===== src/rtl/bcd_count.sv =====
// bcd_count: cascadable multi-digit BCD up-counter with enable and terminal count
module bcd_count #(
  parameter int DIGITS = 1
) (
  input  logic                  clk,
  input  logic                  reset,
  input  logic                  enable,
  output logic [4*DIGITS-1:0]   Q,
  output logic                  tc
);
  logic [DIGITS:0]     c;
  logic [4*DIGITS-1:0] nq;
  // c[k] means digit k steps this edge; an illegal digit (>9) loads 0 and, not being 9, never carries
  always_comb begin
    c[0] = enable;
    nq = Q;
    for (int k = 0; k < DIGITS; k++) begin
      nq[4*k +: 4] = !c[k] ? Q[4*k +: 4] : (Q[4*k +: 4] >= 4'd9) ? 4'd0 : Q[4*k +: 4] + 4'd1;
      c[k+1] = c[k] && (Q[4*k +: 4] == 4'd9);
    end
  end
  assign tc = c[DIGITS];
  always_ff @(posedge clk or posedge reset)
    if (reset) Q <= '0;
    else Q <= nq;
endmodule


===== config.mk =====
export PLATFORM = sky130hd
export DESIGN_NAME = bcd_count
export DESIGN_NICKNAME = d
export VERILOG_FILES = /design/src/rtl/bcd_count.sv
export SDC_FILE = /design/constraint.sdc
export NUM_CORES = 1
export LEC_CHECK = 0
export BUFFER_PORTS_ARGS = -buffer_cell sky130_fd_sc_hd__buf_2
export CAP_MARGIN = 20
export CORE_AREA = 5 5 42 44
export CTS_CLUSTER_DIAMETER = 30
export DETAILED_ROUTE_END_ITERATION = 10
export DIE_AREA = 0 0 47 49
export SYNTH_ARGS = -nofsm -noshare
export SYNTH_HDL_FRONTEND = slang
export SYNTH_SLANG_ARGS = --single-unit

===== constraint.sdc =====
create_clock -name clk -period 2.56 [get_ports clk]
set_input_delay 0.512 -clock clk [delete_from_list [all_inputs] [get_ports clk]]
set_output_delay 0.512 -clock clk [all_outputs]
set_load 0.03 [all_outputs]

## Word-level counts from Yosys, hierarchy flattened

Index checks and enable logic that the tools add are counted.

- Input port bits: 3
- Memory bits (writable): 0
- Bits in latches: 0
- Flip-flop bits (word level): 4
- Bits in read-only memories: 0
- Output and inout port bits: 5
- Memories: 0

- Shifts and indexed selects: 0
- Muxes and demuxes: 1
- Multiply operators: 0
- Div/mod/pow operators: 0
- Magnitude comparators: 1
- Bitwise operators: 0
- Reductions and logical operators: 1
- Add/sub/neg operators: 1
- Equal/unequal tests: 1

Operators by type and width:

| operator | count |
|---|---|
| 4-bit by 1-bit adder with 4-bit output, second input constant | 1 |
| 4-bit == test, second input constant | 1 |
| 4-bit >= comparator, second input constant | 1 |
| 4-bit 2-to-1 mux | 1 |
| 1-bit logical AND | 1 |

## Depth between registers and ports, before layout

- Depth after elaboration: 2
- Gate-level depth with buffers: 5
- Gate-level depth less buffers: 5

## Worst setup path before layout

Ideal clock, no wire load.

- Path type: flip-flop to output port
- Start point: reg Q[1]
- End point: out tc
- Arrival: 1.100 ns
- Path slack: 0.948 ns
- Path buffers: 0
- Cell stages (with the launch flop): 4
- Cell sequence: dfrtp_1 inv_1 ha_1 and3_2

- Word-level cells in the longest chain between the ends: 2

Ends and longest elaborated chain:

| element | line | RTL |
|---|---|---|
| start, declared | 8 | `output logic [4*DIGITS-1:0] Q,` |
| start signal, assigned | 25 | `else Q <= nq;` |
| 4-bit == test | 19 | `c[k+1] = c[k] && (Q[4*k +: 4] == 4'd9);` |
| 1-bit logical AND | 19 |  |
| end, declared | 9 | `output logic tc` |

No other way between the ends.

## Final worst setup path

Same ends and word-level chain as after synthesis.

==> results.sh <==
export IMPL_grt_pass1_wl_um=731
export IMPL_syn_avg_cell_area_um2=10.34
export IMPL_period_minus_slack_ps=1805
export IMPL_leakage_nw=0.1707
export IMPL_antenna_cells=0
export IMPL_dr_pass1_iters=2
export IMPL_clk_pin_slew_worst_paths_ps=40
export IMPL_timing_rr_start="Q[1]"
export IMPL_rr_worst_depth=4
export IMPL_drc=0
export IMPL_power_frac_seq_pct=32.2
export IMPL_row_count=14
export IMPL_first_iter_violations=1
export IMPL_ir_drop_v=0.0003358
export IMPL_start_util_pct=16.96
export IMPL_power_switching_w=0.0001951
export IMPL_cpMaxStageDelayCell="dfrtp_1"
export IMPL_synth_top_area_cell="dfrtp_1"
export IMPL_rsz0062_at_grt="no"
export IMPL_cts_max_path_buffers=2
export IMPL_core_area_mm2=0.001401
export IMPL_end_kind="output pin"
export IMPL_seq_area_frac_synth_pct=42.11
export IMPL_whs_ps=154.3
export IMPL_regMostFlops="Q"
export IMPL_tightest_slew_ps=204.5
export IMPL_routed_wirelength_um=484
export IMPL_track_usage_pct=4.664
export IMPL_report_final_slew_viol_count=0
export IMPL_start_kind="flop"
export IMPL_combPwrFrac_pct=49.8
export IMPL_post_cts_resized=0
export IMPL_finalSetupViolCount=0
export IMPL_worst_path_max_fanout=5
export IMPL_postRouteAntennaNets=0
export IMPL_r2r_slack_ps=1290
export IMPL_wl_per_cell_um=9.878
export IMPL_largest_reg_flops=4
export IMPL_synth_common_cells="dfrtp_1 (4), inv_1 (4), ha_1 (3), nor2_1 (3), o21ai_0 (2)"
export IMPL_cts_tree="built"
export IMPL_grt_antenna_before_repair=0
export IMPL_die_area_mm2=0.002303
export IMPL_switching_share_pct=46.77
export IMPL_port_buffers=7
export IMPL_yosysWarnings=0
export IMPL_fmax_ghz=0.5540
export IMPL_via_per_inst=3.837
export IMPL_top_regs="Q: 4 flops"
export IMPL_place_hpwl_um=421.8
export IMPL_place_ws_ps=826.7
export IMPL_worstSetupPathType="flop to output pin"
export IMPL_setup_tns_ps=0
export IMPL_drive_gt1_share_pct=36.36
export IMPL_synth_area_top_cells="dfrtp_1 (42%), ha_1 (16%), inv_1 (6.3%)"
export IMPL_postSynth_asyncResetShare_pct=100.0
export IMPL_die_w_um=47
export IMPL_skew_ps=1.168
export IMPL_clock_sinks=4
export IMPL_worstSetupEndpoint="tc"
export IMPL_vias=188
export IMPL_crit_path_start="Q[1]"
export IMPL_cts_root_buf="clkbuf_4"
export IMPL_arrival_ps=1290
export IMPL_postCtsHoldBufs=0
export IMPL_slowest_delay_ps=400
export IMPL_cts_buffers=3
export IMPL_syn_nets=29
export IMPL_clock_latency_ps=230
export IMPL_synth_cells=23
export IMPL_synth_top_area_share_pct=42.11
export IMPL_gp_congestion=0.6387
export IMPL_internal_power_w=0.0002221
export IMPL_syn2layout_area_growth_pct=32.63
export IMPL_pwr_density_cell_mw_per_mm2=1323
export IMPL_crit_required_ps=2050
export IMPL_maxSlewHeadroom_pct=86.37
export IMPL_nets=41
export IMPL_hold_viol=0
export IMPL_cp_cell_sequence="inv_1 > ha_1 > and3_2 > buf_2"
export IMPL_ios=8
export IMPL_worst_slack_ps=755.1
export IMPL_stdcell_count=49
export IMPL_synth_cell_types=12
export IMPL_hold_class="input port to async pin"
export IMPL_netlist_area_um2=237.7
export IMPL_first_global_vias=188
export IMPL_htreeDepth=1
export IMPL_die_h_um=49
export IMPL_placed_cells=46
export IMPL_pwr_share_clk_pct=18.0
export IMPL_fin_crit_sh_pct=70.50
export IMPL_status="finished, final reports clean"
export IMPL_reg2reg_to="Q[1]"
export IMPL_synth_ff_type="dfrtp_1"
export IMPL_ys_ff_latch=4
export IMPL_synth_edf_count=0
export IMPL_drv_cap=0
export IMPL_cts_setup_buffers=0
export IMPL_grt_max_degree=7
export IMPL_grt_ovfl_total=0
worst min path at each step:
stage,from,end,slack (ps),cells after the start
CTS,reset,Q[0],150,2
floorplan,reset,Q[0],280,1
detailed placement,reset,Q[3],400,2
global route,reset,Q[0],170,2
global placement,reset,Q[3],390,2
finish,reset,Q[0],150,2
layout by cell type, fill, tap and decap left out, drive strengths merged:
cell type  count
inv            4
mux2i          1
clkbuf         3
o21ai          2
buf            7
and2b          1
o311a          1
nor2           3
and3           1
a41oi          1
dfrtp          4
ha             3
xnor2          1
a32o           1
cell families after synthesis:
group / count (synthesis) / synth area share (%)
AO/OA/AOI/OAI: 5 / 16.32
multiplexers: 1 / 4.211
buffers and inverters: 4 / 6.314
adder cells (fa/ha/maj): 3 / 15.79
AND/OR/NAND/NOR: 5 / 11.58
flip-flops: 4 / 42.11
XOR/XNOR: 1 / 3.685
per-stage QoR:
stage               utilization [%]  cell area (um2)   power, W
finish                        22.50            315.3  0.0004172
detailed placement            20.89            292.8  0.0003500
global route                  22.50            315.3  0.0004501
global placement              20.89            292.8  0.0003439
floorplan                         -            237.7  0.0002801
CTS                           22.50            315.3  0.0004289
area by class of cell:
type	count	area, um2
clock buffers	3	22.52
fillers	163	1086
inverters	4	15.01
multi-input cells	15	122.6
flip-flops and latches	4	100.1
well taps	16	20.02
repair buffers	7	35.03
power groups by stage:
stage / combinational (W) / sequential (W) / clock, W
final: 0.000208 / 0.000134 / 0.0000750
after global routing: 0.000230 / 0.000141 / 0.0000796
after CTS: 0.000215 / 0.000135 / 0.0000791
after detailed placement: 0.000214 / 0.000136 / 0
after global placement: 0.000209 / 0.000135 / 0
after floorplan: 0.0000921 / 0.000188 / 0
critical path: cells and delay by family (launching register included):
kind	cells	cell delay (ps)
adder cells (fa/ha/maj)	1	210
buffers and inverters	2	250
flip-flops	1	400
AND/OR/NAND/NOR	1	190
metal layers:
| metal | global-route usage, % | up-vias | part of all wire [%] |
|---|---|---|---|
| li1 | - | 100 | - |
| met4 | 5.530 | 0 | 0 |
| met2 | 6.109 | 5 | 51 |
| met1 | 5.111 | 83 | 38 |
| met5 | 0 | - | 0 |
| met3 | 1.476 | 0 | 10 |
No activity file was read; power rests on OpenSTA's default activity.
